## src/rtl/fp_writeback_buffer_pkg.sv

```systemverilog
// ---------------------------------------------------------------------------
// fp_writeback_buffer_pkg
// Shared types for the FP writeback path: the architectural word and fflags
// types, the writeback entry layout at the default register-index width, and
// a helper that forms the written-back value from the producer results.
// ---------------------------------------------------------------------------
package fp_writeback_buffer_pkg;

  localparam int WORD_WIDTH     = 32;
  localparam int FFLAGS_WIDTH   = 5;
  localparam int REG_ADDR_WIDTH = 5;

  typedef logic [WORD_WIDTH-1:0]   word_t;
  // {NV, DZ, OF, UF, NX}
  typedef logic [FFLAGS_WIDTH-1:0] fflags_t;

  // Entry layout at the default register-index width.
  typedef struct packed {
    logic                      dest_is_fp;
    logic [REG_ADDR_WIDTH-1:0] reg_addr;
    word_t                     value;
    fflags_t                   flags;
  } fp_wb_entry_t;

  // FP results arrive already zero-extended to a full word.
  function automatic word_t select_wb_value(input logic  dest_is_fp,
                                            input word_t fp_ext,
                                            input word_t int_value);
    return dest_is_fp ? fp_ext : int_value;
  endfunction

endpackage

```

## src/rtl/fp_writeback_buffer_sync_fifo.sv

```systemverilog
// ---------------------------------------------------------------------------
// fp_writeback_buffer_sync_fifo
// Generic in-order circular FIFO of entry_t with occupancy count.
//   clk, rst     : clock, synchronous active-high reset
//   flush        : empties the FIFO (pointers and count back to 0)
//   push/push_data : write request (ignored when full or flushing)
//   pop          : remove head entry (ignored when empty)
//   head_data    : current head entry (stable until popped)
//   count/full/empty : occupancy status
// ---------------------------------------------------------------------------
module fp_writeback_buffer_sync_fifo #(
  parameter int  DEPTH   = 2,
  parameter type entry_t = logic [7:0],
  localparam int PTR_W   = (DEPTH > 1) ? $clog2(DEPTH) : 1,
  localparam int CNT_W   = $clog2(DEPTH + 1)
) (
  input  logic             clk,
  input  logic             rst,
  input  logic             flush,
  input  logic             push,
  input  entry_t           push_data,
  input  logic             pop,
  output entry_t           head_data,
  output logic [CNT_W-1:0] count,
  output logic             full,
  output logic             empty
);

  entry_t           mem_q [DEPTH];
  entry_t           mem_d [DEPTH];
  logic [PTR_W-1:0] wr_ptr_q, wr_ptr_d;
  logic [PTR_W-1:0] rd_ptr_q, rd_ptr_d;
  logic [CNT_W-1:0] count_q, count_d;
  logic             do_push;
  logic             do_pop;

  assign full      = (count_q == CNT_W'(DEPTH));
  assign empty     = (count_q == '0);
  assign count     = count_q;
  assign head_data = mem_q[rd_ptr_q];

  assign do_push = push && !full;
  assign do_pop  = pop && !empty;

  always_comb begin
    mem_d    = mem_q;
    wr_ptr_d = wr_ptr_q;
    rd_ptr_d = rd_ptr_q;
    count_d  = count_q;

    if (do_push) begin
      mem_d[wr_ptr_q] = push_data;
      // DEPTH is a power of two, so the pointer wraps naturally.
      wr_ptr_d        = wr_ptr_q + PTR_W'(1);
    end
    if (do_pop) begin
      rd_ptr_d = rd_ptr_q + PTR_W'(1);
    end

    case ({do_push, do_pop})
      2'b10:   count_d = count_q + CNT_W'(1);
      2'b01:   count_d = count_q - CNT_W'(1);
      default: count_d = count_q;
    endcase

    // A flush wins over any push in the same cycle; the pop still happened
    // from the consumer's point of view, which the caller accounts for.
    if (flush) begin
      wr_ptr_d = '0;
      rd_ptr_d = '0;
      count_d  = '0;
    end
  end

  always_ff @(posedge clk) begin
    if (rst) begin
      wr_ptr_q <= '0;
      rd_ptr_q <= '0;
      count_q  <= '0;
    end else begin
      wr_ptr_q <= wr_ptr_d;
      rd_ptr_q <= rd_ptr_d;
      count_q  <= count_d;
    end
  end

  // Storage needs no reset: it is only observed through count/head.
  always_ff @(posedge clk) begin
    mem_q <= mem_d;
  end

endmodule

```

## src/rtl/fp_writeback_buffer.sv

```systemverilog
// ---------------------------------------------------------------------------
// fp_writeback_buffer
// In-order writeback buffer between the FP execute units and the register
// file write port, with the architectural fflags accumulator.
//   clk, rst                : clock, synchronous active-high reset
//   inValid/inReady         : producer handshake
//   inDestIsFp, inRegAddr   : destination select and register index
//   inIntResult, inFpResult : candidate values (FP zero-extended to 32)
//   inFlags                 : exception flags raised by the op
//   outValid/outReady       : register-file write handshake
//   outDestIsFp, outRegAddr, outValue : head entry (zero when empty)
//   flush                   : squash all buffered entries
//   csrWriteEnable/csrWriteValue : CSR overwrite of fflags
//   fflags                  : accrued flags, updated at commit only
// ---------------------------------------------------------------------------
module fp_writeback_buffer
  import fp_writeback_buffer_pkg::*;
#(
  parameter int DEPTH          = 2,
  parameter int FP_WIDTH       = 32,
  parameter int REG_ADDR_WIDTH = 5
) (
  input  logic                      clk,
  input  logic                      rst,
  input  logic                      inValid,
  output logic                      inReady,
  input  logic                      inDestIsFp,
  input  logic [REG_ADDR_WIDTH-1:0] inRegAddr,
  input  logic [31:0]               inIntResult,
  input  logic [FP_WIDTH-1:0]       inFpResult,
  input  logic [4:0]                inFlags,
  output logic                      outValid,
  input  logic                      outReady,
  output logic                      outDestIsFp,
  output logic [REG_ADDR_WIDTH-1:0] outRegAddr,
  output logic [31:0]               outValue,
  input  logic                      flush,
  input  logic                      csrWriteEnable,
  input  logic [4:0]                csrWriteValue,
  output logic [4:0]                fflags
);

  localparam int CNT_W = $clog2(DEPTH + 1);

  // Same layout as fp_wb_entry_t, sized by this instance's register width.
  typedef struct packed {
    logic                      dest_is_fp;
    logic [REG_ADDR_WIDTH-1:0] reg_addr;
    word_t                     value;
    fflags_t                   flags;
  } entry_t;

  entry_t           enq_entry;
  entry_t           head_entry;
  logic [CNT_W-1:0] fifo_count;
  logic             fifo_full;
  logic             fifo_empty;
  logic             enq_fire;
  logic             deq_fire;
  fflags_t          fflags_q, fflags_d;

  // Deliberately independent of outReady: a full buffer refuses input even
  // when the head is leaving this cycle, keeping ready off the output path.
  assign inReady  = !rst && !fifo_full;
  assign outValid = !fifo_empty;
  assign enq_fire = inValid && inReady;
  assign deq_fire = outValid && outReady;

  always_comb begin
    enq_entry            = '0;
    enq_entry.dest_is_fp = inDestIsFp;
    enq_entry.reg_addr   = inRegAddr;
    enq_entry.value      = select_wb_value(inDestIsFp, word_t'(inFpResult), inIntResult);
    enq_entry.flags      = inFlags;
  end

  fp_writeback_buffer_sync_fifo #(
    .DEPTH   (DEPTH),
    .entry_t (entry_t)
  ) u_fifo (
    .clk       (clk),
    .rst       (rst),
    .flush     (flush),
    .push      (enq_fire),
    .push_data (enq_entry),
    .pop       (deq_fire),
    .head_data (head_entry),
    .count     (fifo_count),
    .full      (fifo_full),
    .empty     (fifo_empty)
  );

  // Output fields read as zero while nothing is pending.
  assign outDestIsFp = outValid ? head_entry.dest_is_fp : 1'b0;
  assign outRegAddr  = outValid ? head_entry.reg_addr   : '0;
  assign outValue    = outValid ? head_entry.value      : '0;

  // CSR write lands first, the committing op's flags OR on top. Flags are
  // only accrued at commit, so squashed ops never raise them.
  always_comb begin
    fflags_d = csrWriteEnable ? csrWriteValue : fflags_q;
    if (deq_fire) begin
      fflags_d = fflags_d | head_entry.flags;
    end
  end

  always_ff @(posedge clk) begin
    if (rst) begin
      fflags_q <= '0;
    end else begin
      fflags_q <= fflags_d;
    end
  end

  assign fflags = fflags_q;

  a_no_enq_full: assert property (@(posedge clk) disable iff (rst)
    !(enq_fire && (fifo_count == CNT_W'(DEPTH))));

  a_no_deq_empty: assert property (@(posedge clk) disable iff (rst)
    !(deq_fire && (fifo_count == '0)));

  a_out_stable: assert property (@(posedge clk) disable iff (rst)
    (outValid && !outReady && !flush) |=>
      (outValid && $stable(outDestIsFp) && $stable(outRegAddr) && $stable(outValue)));

endmodule

```

## config.mk

```make
export PLATFORM = sky130hd
export DESIGN_NAME = fp_writeback_buffer
export DESIGN_NICKNAME = d
export VERILOG_FILES = /design/src/rtl/fp_writeback_buffer_pkg.sv /design/src/rtl/fp_writeback_buffer_sync_fifo.sv /design/src/rtl/fp_writeback_buffer.sv
export SDC_FILE = /design/constraint.sdc
export NUM_CORES = 1
export LEC_CHECK = 0
export ABC_CLOCK_PERIOD_IN_PS = 3250
export CORE_MARGIN = 2
export CORE_UTILIZATION = 47
export DETAILED_ROUTE_END_ITERATION = 6
export HOLD_SLACK_MARGIN = 0.05
export PLACE_DENSITY = 0.78
export SETUP_SLACK_MARGIN = 0.02
export SLEW_MARGIN = 20
export SYNTH_ARGS = -nofsm -noshare
export SYNTH_HDL_FRONTEND = slang
export SYNTH_HIERARCHICAL = 1
export SYNTH_SLANG_ARGS = --single-unit
export TNS_END_PERCENT = 20
```

## constraint.sdc

```tcl
create_clock -name clk -period 3.25 [get_ports clk]
set_input_delay 0.975 -clock clk [delete_from_list [all_inputs] [get_ports clk]]
set_output_delay 0.975 -clock clk [all_outputs]
set_load 0.005 [all_outputs]
```

[After elaboration in Yosys (flattened, before gate mapping)]
Cells that the tools add are included.
Word-level totals
  flip-flop bits (word level): 95
  bits of input ports: 86
Operators by class
  $add $sub $neg: 4
  $lt $le $gt $ge: 3
  equal/unequal tests: 3
  muxes and demuxes: 13
  bitwise logic cells: 3
  reduce and logical (&&, ||, !) cells: 12
Operators by type and width (count)
  two-way mux 43 bit: 4
  bitwise mux 86 bit: 1
  two-way mux 32 bit: 2
  demux 43 bit (select 1 bit): 1
  two-way mux 5 bit: 3
  logical AND 1 bit: 6
  bitwise OR 5 bit: 1
  == test 2 bit, second input constant: 2
  greater-or-equal comparator 2 bit, second input constant: 2
  NOT 1 -> 2 bit: 2
  one-hot mux 2 bit (2 select lines): 1
  zero test 1 bit: 3
  adder 1 bit, second input constant: 2
  adder 2 x 1 -> 2 bit, second input constant: 1
  == test 2 x 1 -> 1 bit, second input constant: 1
  zero test 2 bit: 1
  less-than comparator 2 x 1 -> 1 bit, second input constant: 1
  nonzero test 2 bit: 1
  OR reduction 2 bit: 1
  subtractor 2 x 1 -> 2 bit, second input constant: 1
  two-way mux 1 bit: 1

[Depth between registers and ports, before layout]
Gate-level depths: netlist (run 1).
  depth after elaboration: 7
  depth in mapped cells: 9
  depth with buffers taken out: 9

[Cells and area by module]
Netlist (run 1), hierarchy kept.
Modules (own cells, without submodules)
  fp_writeback_buffer_sync_fifo: instances 1, cells each 159, area each 3298.2 um^2
  fp_writeback_buffer: instances 1, cells each 103, area each 1039.7 um^2

[Least setup slack after synthesis (run 1)]
No wires, ideal clock.
  kind: input port to flip-flop
  from: input rst
  to: register u_fifo/mem_q[43] in the netlist's numbering, enable pin
  arrival: 2524 ps
  data required time: 2853 ps
  slack: 329 ps
  stages on the path: 5
  path buffers: 0
  cells stage by stage: nor2_1 and2_1 inv_1 or3_1 inv_1
Between the ends
  cells in the longest elaborated chain, start to end: 4
RTL lines
  start, declared: RTL line fp_writeback_buffer.sv:24  | input logic rst,
  zero test 1 bit: RTL line fp_writeback_buffer.sv:64  | assign inReady = !rst && !fifo_full;
  logical AND 1 bit: RTL line fp_writeback_buffer.sv:64
  logical AND 1 bit: RTL line fp_writeback_buffer.sv:66  | assign enq_fire = inValid && inReady;
  named net enq_fire: RTL line fp_writeback_buffer.sv:58  | logic enq_fire;
  logical AND 1 bit: RTL line fp_writeback_buffer_sync_fifo.sv:42  | assign do_push = push && !full;
  end signal, assigned: RTL line fp_writeback_buffer_sync_fifo.sv:89  | mem_q <= mem_d;
  end, declared: RTL line fp_writeback_buffer_sync_fifo.sv:29  | entry_t mem_q [DEPTH];
The timed path passes the listed nets, and every way through them passes these cells.
A chain may end at the register's enable or synchronous reset.

[Final worst setup path (run 1)]
  from: input rst
  to: output inReady
Between the ends
  cells in the longest elaborated chain, start to end: 2
RTL lines
  zero test 1 bit: RTL line fp_writeback_buffer.sv:64
  logical AND 1 bit: RTL line fp_writeback_buffer.sv:64
  end, declared: RTL line fp_writeback_buffer.sv:26  | output logic inReady,
No other way between the ends.

==> results of run 1 <==
[power breakdown]
| group | total [µW] | internal [µW] | switching, µW |
|---|---|---|---|
| Clock | 831 | 453 | 378 |
| Combinational | 297 | 203 | 94.0 |
| Sequential | 1390 | 1380 | 9.32 |
| Total | 2510 | 2030 | 481 |
[critical path, delay by kind of cell]
family        cells  cell delay [ns]
buf+inv           2             0.93
simple gates      1             0.12
[worst paths after layout]
check / start / to / cells after the start
setup / recovery: rst / inReady / 3
hold / removal: u_fifo/wr_ptr_q$_SDFFE_PP0P_ / u_fifo/wr_ptr_q$_SDFFE_PP0P_ / 2
setup reg to reg: u_fifo/count[1]$_SDFFE_PP0P_ / u_fifo/count[1]$_SDFFE_PP0P_ / 7
hold reg to reg: u_fifo/wr_ptr_q$_SDFFE_PP0P_ / u_fifo/wr_ptr_q$_SDFFE_PP0P_ / 2
[flip-flops by register name (all words and copies together) (netlist names)]
signal,flops
u_fifo/count,2
u_fifo/mem_q,86
u_fifo/rd_ptr_q,1
fflags,5
u_fifo/wr_ptr_q,1
[per-stage QoR]
stage | hold WS [ns] | setup WS, ns
after floorplan | 0.455 | 0.329
after global placement | 0.470 | 0.263
after detailed placement | 0.481 | 0.254
after CTS | 0.504 | 0.244
after global routing | 0.522 | 0.183
final | 0.512 | 0.251
[layer usage]
layer / routed length, µm / global-route usage, %
met5: 0 / 0
met4: 72 / 5.27
met3: 456 / 4.32
met2: 4280 / 30.2
met1: 3250 / 18.9
[cell families (layout without fill, tap and decap cells)]
| family | Yosys count | in the layout | synth area share (%) |
|---|---|---|---|
| AOI/OAI and AO/OA | 10 | 10 | 1.21 |
| xor gates and xnor gates | 3 | 3 | 0.606 |
| adders and majority gates | 1 | 1 | 0.288 |
| buffers and inverters | 18 | 158 | 3.14 |
| DFF | 95 | 95 | 63.7 |
| muxes | 80 | 80 | 23.2 |
| and+or+nand+nor | 55 | 55 | 7.85 |
[cell type report]
class | instances | area (µm²)
Clock buffer | 12 | 145
Inverter | 4 | 15.0
Tap cell | 111 | 139
Fill cell | 676 | 3110
Timing Repair Buffer | 138 | 1420
Sequential cell | 95 | 2760
Clock inverter | 4 | 70.1
Multi-Input combinational cell | 149 | 1450
[placed cells by master (no fill, tap or decap), types with 2 or more instances in the layout]
cell | netlist | routed
edfxtp_1 | 86 | 86
mux2_2 | 26 | 26
inv_2 | 1 | 2
buf_4 | 0 | 3
o21ai_0 | 2 | 2
nor2b_1 | 39 | 39
mux2i_1 | 5 | 5
clkbuf_8 | 0 | 10
clkbuf_1 | 0 | 2
buf_12 | 3 | 5
or3_1 | 2 | 2
bufinv_16 | 0 | 2
mux2_1 | 19 | 19
inv_1 | 3 | 2
nor2_1 | 4 | 3
nand3b_1 | 5 | 5
mux2_4 | 30 | 30
clkdlybuf4s50_1 | 0 | 129
xnor2_1 | 2 | 2
a21oi_1 | 7 | 7
dfxtp_1 | 9 | 8
clkinv_2 | 0 | 2
==> results.md, run 1 <==
* Crit. End Element: output port
* Fin crit share at slightly above 90%
* Post-Place Cells at 497
* Critical-path cell list: clkdlybuf4s50_1, nor2_1, clkdlybuf4s50_1
* Distinct cells, synth at 26
* Synth Warn # at 6
* Layout Skew at roughly 0.007 ns
* Power per cell area at 419 nW/µm²
* First-pass GRT wire length at 12600 µm
* Top post-synthesis cells by area: edfxtp_1 60%, mux2_4 10%, mux2_2 6.7%
* Core Footprint at 9110 µm²
* Post-synth ARST share at 0%
* H-tree levels at 3
* DPL Wire Length at approximately 5600 µm
* Die Span Y at around 100 µm
* Max-slew violations at 0
* Setup violators final at 0
* Setup bufs post-CTS at 0
* Post-layout min period at 3.00 ns
* Ys flop type: edfxtp_1
* Synthesized cell area at ~4300 µm²
* Yosys top cell area share at 59.5%
* Final instance count without filler cells at 513
* Startpoint types: input port
* Outcome: finished clean
* GP Congestion at between 0.7 and 0.8
* Overflow after GRT at 0
* Iteration-0 DRC Markers at 64
* Die W at approximately 100 µm
* Hold Crit Class: reg -> reg
* CP max-delay cell: clkdlybuf4s50_1
* CTS tree: done
* Peak supply drop at 0.000205 V
* Critical path required time at 2.27 ns
* DR WL/cell at 15.7 µm
* Synth top cells by count: 86 x edfxtp_1, 39 x nor2b_1, 30 x mux2_4
* Synthesized flop and latch total at 95
* Flop2flop setup slack at around 1.1 ns
* Synth Net Count at about 350
* CP max FO at 2
* Dominant cell type by area after synthesis: edfxtp_1
* Die area at 10000 µm²
* Crit path top cell by count: clkdlybuf4s50_1
* Static leakage at around 0.0021 µW
* Share of layout cells above drive strength 1 at 21.4%
* Max-cap violations at 0
* Nets at 484
* Routed WL at 8060 µm
* Drt drc at 0
* Post-Syn Instances at 262
* Avg Inst Size Synth at about 17 µm²
* Power, Total at 2510 µW
* Clk Latency, worst-skew pair at between 0.3 and 0.4 ns
* Clock Sinks at 95
* Drt via density at 4.95
* I/O pins at 131
* Vias in the first global route at 2716
* Worst-path clk slew at roughly 0.080 ns
* Setup CP Type: in -> out
* Inserted Diodes at 0
* Placed inst area at 5780 µm²
* Post-cts resize count at 0
* Max Clk Rate at 333 MHz
* Max stage delay on crit path at 0.51 ns
* Relative slew margins at 66.4%
* Design area at 6000 µm²
* Initial Util at 47.6%
* RSZ-0062 raised after global routing: no
* Pre-antenna DRT Iters at 3
* Vias at 2541
* P&R area growth vs syn at 38.3%
* Most frequent cell after synthesis: edfxtp_1
* Finished Core Util at 65.9%
* Hold buffers post-CTS at 0
* Max clock buf depth at 2
* CP arrival at 2.02 ns
* Num CTS Buffers at 9
* Gr usage total at 16.5%
* Seq/Total Area, Yosys at 63.7%
* Fin Setup TNS at 0 ns
* CTS root buffer: clkbuf_8
* Worst Max-Slew Pin Slew at 0.503 ns
* Hold Fails Final Rpt at 0
* Buffers on Ports at 130
* Row count at 35
* Largest net degree at the start of global routing at 44
* Post-synth EDFFs at 86
* Antenna violations before repair at 0
* ANT nets after route at 0
(Power assumes the default switching activity.)
==> run 2: changes to the inputs <==
Settings changed: ABC_CLOCK_PERIOD_IN_PS 3250 to 3400, SLEW_MARGIN 20 to 40.
Clock period 3.25 ns to 3.4 ns, I/O delays scaled along.
==> results.md, run 2 (synthesis gave the netlist of run 1 again) <==
* CP max FO at 2 (unchanged)
* Clock Sinks at 95 (unchanged)
* Max-slew violations at 0 (unchanged)
* Buffers on Ports at 130 (unchanged)
* Num CTS Buffers at 9 (unchanged)
* Sw Pwr at 457 µW (was 481 µW)
* Drt drc at 0 (unchanged)
* H-tree levels at 3 (unchanged)
* Worst-path clk slew at 0.08 ns (about the same)
* CP arrival at 2.10 ns (was 2.02 ns)
* ANT nets after route at 0 (unchanged)
* Hold buffers post-CTS at 0 (unchanged)
* DPL Wire Length at 5430 µm (was 5570 µm)
* Vias in the first global route at 2693 (was 2716)
* Gate power share at 11.4% (was 11.8%)
* Nets at 484 (unchanged)
* Post-Place Cells at 497 (unchanged)
* Drt via density at 5.05 (was 4.95)
* DR WL/cell at 15.5 µm (was 15.7 µm)
* Clk pwr share at 35.0% (was 33.0%)
* CP max-delay cell: clkdlybuf4s50_1 (unchanged)
* Row count at 35 (unchanged)
* Worst Max-Slew Pin Slew at 0.490 ns (was 0.503 ns)
* Setup ws final at 0.280 ns (was 0.251 ns)
* Worst path top cell family by delay: buffers and inverters (unchanged)
* Antenna violations before repair at 0 (unchanged)
* I/O pins at 131 (unchanged)
* Die Span Y at 100 µm (unchanged)
* Largest net degree at the start of global routing at 44 (unchanged)
* Inserted Diodes at 0 (unchanged)
* Final instance count without filler cells at 513 (unchanged)
* P&R area growth vs syn at 38.3% (unchanged)
* CTS tree: done (unchanged)
* Critical-path cell list: clkdlybuf4s50_1, nor2_1, clkdlybuf4s50_1 (unchanged)
* First-pass GRT wire length at 12700 µm (was 12600 µm)
* Layout Skew at 0.00929 ns (was 0.00687 ns)
* Fin crit share at 91.8%
* GP Congestion at 0.749 (was 0.706)
* Most frequent cells in the layout: 129 x clkdlybuf4s50_1, 86 x edfxtp_1, 39 x nor2b_1 (unchanged)
* Crit path top cell by count: clkdlybuf4s50_1 (unchanged)
* Crit. End Element: output port (unchanged)
* Sw Ratio at 18.5% (was 19.1%)
* Static leakage at 0.00211 µW (about the same)
* WHS at 0.501 ns (was 0.512 ns)
* Max-cap violations at 0 (unchanged)
* Hold Crit Class: reg -> reg (unchanged)
* CTS root buffer: clkbuf_8 (unchanged)
* Peak supply drop at 0.000238 V (was 0.000205 V)
* Fin Setup TNS at 0 ns (unchanged)
* Vias at 2590 (was 2541)
* Max stage delay on crit path at 0.52 ns (was 0.51 ns)
* Cell Int Power at 2020 µW (was 2030 µW)
* Max clock buf depth at 2 (unchanged)
* Pre-antenna DRT Iters at 4 (was 3)
* Power per cell area at 412 nW/µm² (was 419 nW/µm²)
* Sequential Power Share at 53.5% (was 55.2%)
* Setup bufs post-CTS at 0 (unchanged)
* Relative slew margins at 67.3% (was 66.4%)
* Post-layout min period at 3.12 ns
* Most common cell after layout, fill and taps aside: clkdlybuf4s50_1 (unchanged)
* RSZ-0062 raised after global routing: no (unchanged)
* Setup violators final at 0 (unchanged)
* Gr usage total at 16.7% (was 16.5%)
* Share of layout cells above drive strength 1 at 21.4% (unchanged)
* Initial Util at 47.6% (unchanged)
* Reg with most FFs: u_fifo/mem_q (unchanged)
* Critical path required time at 2.38 ns (was 2.27 ns)
* Post-cts resize count at 0 (unchanged)
* Iteration-0 DRC Markers at 52 (was 64)
* Routed WL at 7960 µm (was 8060 µm)
* Outcome: finished clean (unchanged)
* Clk Latency, worst-skew pair at 0.34 ns (was 0.35 ns)
* Max Clk Rate at 321 MHz
* Core Footprint at 9110 µm² (unchanged)
* Overflow after GRT at 0 (unchanged)
* Setup CP Type: in -> out (unchanged)
* Bufs and invs on worst path at 2 (unchanged)
* Pre-CTS WS at 0.282 ns (was 0.254 ns)
* Hold Fails Final Rpt at 0 (unchanged)
* Die W at 100 µm (unchanged)
* Max reg flops at 86 (unchanged)
* Startpoint types: input port (unchanged)
* Die area at 10000 µm² (unchanged)
[run 2: changes by cell type in the layout (fill, tap and decap cells not counted)]
cell | before | now
buf_12 | 5 | 3
buf_4 | 3 | 5
bufinv_16 | 2 | 3
clkinv_2 | 2 | 1
[run 2: area by class of cell]
cell class	instances	area [µm²]
Clock buffer	12	145
Timing Repair Buffer	138	1390
Fill cell	664	3110
Tap cell	111	139
Inverter	4	15.0
Sequential cell	95	2760
Clock inverter	4	95.1
Multi-Input combinational cell	149	1450
[run 2: final timing paths]
path / from / to / slack [ns] / cells past startpoint
worst max register to register: u_fifo/count[1]$_SDFFE_PP0P_ / u_fifo/count[1]$_SDFFE_PP0P_ / 1.19 / 7
worst min register to register: u_fifo/wr_ptr_q$_SDFFE_PP0P_ / u_fifo/wr_ptr_q$_SDFFE_PP0P_ / 0.50 / 2
worst min-delay path: u_fifo/wr_ptr_q$_SDFFE_PP0P_ / u_fifo/wr_ptr_q$_SDFFE_PP0P_ / 0.50 / 2
worst max-delay path: rst / inReady / 0.28 / 3
[run 2: metal layers]
| metal | part of all wire [%] | global-route usage, % |
|---|---|---|
| met4 | 0.70 | 4.74 |
| met1 | 40 | 19.2 |
| met5 | 0 | 0 |
| met2 | 53 | 30.4 |
| met3 | 6.3 | 4.74 |
[run 2: metrics by stage]
step | power [µW] | util [%] | instance area, µm²
after global placement | 1630 | 63.2 | 5760
after detailed placement | 1640 | 63.2 | 5760
after floorplan | 1480 | - | 4340
final | 2470 | 65.9 | 6000
after global routing | 2570 | 65.9 | 6000
after CTS | 2500 | 65.9 | 6000
[run 2: power groups by stage]
stage	clock [µW]	combinational [µW]	sequential, µW
2_1_floorplan	0	129	1350
3_3_place_gp	0	277	1350
3_5_place_dp	0	285	1350
4_1_cts	892	287	1330
5_1_grt	937	304	1330
6_report	867	282	1320
[run 2: worst reg2reg max path, cell delays in order, from the launching register on]
cell     delay (ns)
dfxtp_1        0.38
nor2_4         0.40
buf_4          0.32
nor2b_1        0.08
o21a_1         0.14
ha_1           0.32
or3_1          0.35
a21oi_1        0.15
==> run 3: changes to the inputs <==
Settings changed: ABC_CLOCK_PERIOD_IN_PS 3400 to 4000, CORE_UTILIZATION 47 to 51, PLACE_DENSITY 0.78 to 0.84, REMOVE_ABC_BUFFERS set to 1.
Clock period 3.4 ns to 4 ns, I/O delays scaled along.
==> results.md, run 3 (synthesis gave the netlist of run 1 again) <==
* Fin Setup TNS at 0 ns (unchanged)
* Initial Util at 52.8% (was 47.6%)
* Drt via density at 5.10 (was 5.05)
* Peak supply drop at 0.000174 V (was 0.000238 V)
* Max clock buf depth at 2 (unchanged)
* Most frequent cells in the layout: 129 x clkdlybuf4s50_1, 86 x edfxtp_1, 39 x nor2b_1 (unchanged)
* Die W at 96.2 µm (was 100 µm)
* Layout Skew at 0.0106 ns (was 0.00929 ns)
* Iteration-0 DRC Markers at 83 (was 52)
* Cell Int Power at 1500 µW (was 2020 µW)
* Setup bufs post-CTS at 0 (unchanged)
* H-tree levels at 3 (unchanged)
* Routed WL at 8330 µm (was 7960 µm)
* Reg with most FFs: u_fifo/mem_q (unchanged)
* Worst Max-Slew Pin Slew at 0.530 ns (was 0.490 ns)
* Fin crit share at 87.7%
* Clk pwr share at 27.5% (was 35.0%)
* Max Clk Rate at 285 MHz
* First-pass GRT wire length at 12500 µm (was 12700 µm)
* P&R area growth vs syn at 35.9% (was 38.3%)
* GP Congestion at 0.776 (was 0.749)
* Outcome: finished clean (unchanged)
* Vias in the first global route at 2655 (was 2693)
* CP arrival at 2.31 ns (was 2.10 ns)
* Critical path required time at 2.80 ns (was 2.38 ns)
* Max reg flops at 86 (unchanged)
* Post-cts resize count at 0 (unchanged)
* Die area at 9260 µm² (was 10000 µm²)
* CP max FO at 2 (unchanged)
* Setup violators final at 0 (unchanged)
* Die Span Y at 96.2 µm (was 100 µm)
* Nets at 484 (unchanged)
* DR WL/cell at 16.4 µm (was 15.5 µm)
* Pre-CTS WS at 0.499 ns (was 0.282 ns)
* Antenna violations before repair at 0 (unchanged)
* Crit. End Element: output port (unchanged)
* Hold Fails Final Rpt at 0 (unchanged)
* Post-Place Cells at 491 (was 497)
* Clk Latency, worst-skew pair at 0.35 ns (was 0.34 ns)
* Gr usage total at 18.5% (was 16.7%)
* Clock Sinks at 95 (unchanged)
* Drt drc at 0 (unchanged)
* Gate power share at 12.7% (was 11.4%)
* Final instance count without filler cells at 507 (was 513)
* Num CTS Buffers at 9 (unchanged)
* Setup CP Type: in -> out (unchanged)
* Inserted Diodes at 0 (unchanged)
* Overflow after GRT at 0 (unchanged)
* Max-cap violations at 0 (unchanged)
* Post-layout min period at about 3.5 ns
* Power, Total at 1890 µW (was 2470 µW)
* Sw Pwr at 385 µW (was 457 µW)
* Row count at 33 (was 35)
* Finished Core Util at 71.8% (was 65.9%)
* Relative slew margins at 64.7% (was 67.3%)
* Sequential Power Share at 59.8% (was 53.5%)
* CTS root buffer: clkbuf_8 (unchanged)
* Hold buffers post-CTS at 0 (unchanged)
* Setup ws final at 0.491 ns (was 0.280 ns)
* ANT nets after route at 0 (unchanged)
* Core Footprint at 8220 µm² (was 9110 µm²)
* Pre-antenna DRT Iters at 4 (unchanged)
* Hold Crit Class: reg -> reg (unchanged)
* CTS tree: done (unchanged)
* DPL Wire Length at 6000 µm (was 5430 µm)
* Share of layout cells above drive strength 1 at 20.9% (was 21.4%)
* Static leakage at 0.00207 µW (was 0.00211 µW)
* Vias at 2586 (was 2590)
* RSZ-0062 raised after global routing: no (unchanged)
* Power per cell area at 320 nW/µm² (was 412 nW/µm²)
* Max-slew violations at 0 (unchanged)
* Sw Ratio at 20.4% (was 18.5%)
* Startpoint types: input port (unchanged)
* I/O pins at 131 (unchanged)
* Most common cell after layout, fill and taps aside: clkdlybuf4s50_1 (unchanged)
* Worst-path clk slew at 0.09 ns (was 0.08 ns)
* Buffers on Ports at 130 (unchanged)
* Largest net degree at the start of global routing at 31 (was 44)
-- run 3: cell count changes in the layout (fill, tap and decap cells not counted), sizes merged --
| cell | change |
|---|---|
| clkinvlp | +1 |
| clkinv | +3 |
| bufinv | -3 |
| clkbuf | -1 |
-- run 3: layer usage --
| metal | up-vias | GRT usage [%] | share of wire (%) |
|---|---|---|---|
| li1 | 1232 | - | - |
| met1 | 1260 | 21.1 | 38 |
| met2 | 83 | 32.6 | 53 |
| met3 | 11 | 5.40 | 7.2 |
| met4 | 0 | 7.02 | 1.6 |
| met5 | - | 0 | 0 |
-- run 3: power groups by stage --
stage | clock, µW | sequential, µW | combinational [µW]
final | 519 | 1130 | 240
after global routing | 570 | 1130 | 259
after CTS | 534 | 1130 | 243
after detailed placement | 0 | 1150 | 242
after global placement | 0 | 1150 | 234
after floorplan | 0 | 1150 | 93.1
-- run 3: area by class of cell --
class,count,area [µm²]
flip-flops and latches,95,2760
fillers,554,2320
multi-input cells,149,1450
repair buffers,138,1380
clock buffers,11,131
well taps,105,131
clock inverters,5,25.0
inverters,4,15.0
-- run 3: critical path: stages --
cell             delay (ns)
clkdlybuf4s50_1        0.44
nor2_1                 0.14
clkdlybuf4s50_1        0.53
-- run 3: worst paths after layout --
path / cells after the start / end / start / slack [ns]
setup / recovery: 3 / inReady / rst / 0.49
hold / removal: 2 / u_fifo/wr_ptr_q$_SDFFE_PP0P_ / u_fifo/wr_ptr_q$_SDFFE_PP0P_ / 0.52
setup reg to reg: 8 / u_fifo/mem_q[75]$_DFFE_PP_ / u_fifo/count[0]$_SDFFE_PP0P_ / 1.63
hold reg to reg: 2 / u_fifo/wr_ptr_q$_SDFFE_PP0P_ / u_fifo/wr_ptr_q$_SDFFE_PP0P_ / 0.52
-- run 3: per-stage QoR --
| step | area [µm²] | hold slack [ns] |
|---|---|---|
| final | 5900 | 0.519 |
| after global routing | 5900 | 0.536 |
| after CTS | 5900 | 0.514 |
| after detailed placement | 5740 | 0.504 |
| after global placement | 5740 | 0.472 |
| after floorplan | 4220 | 0.455 |
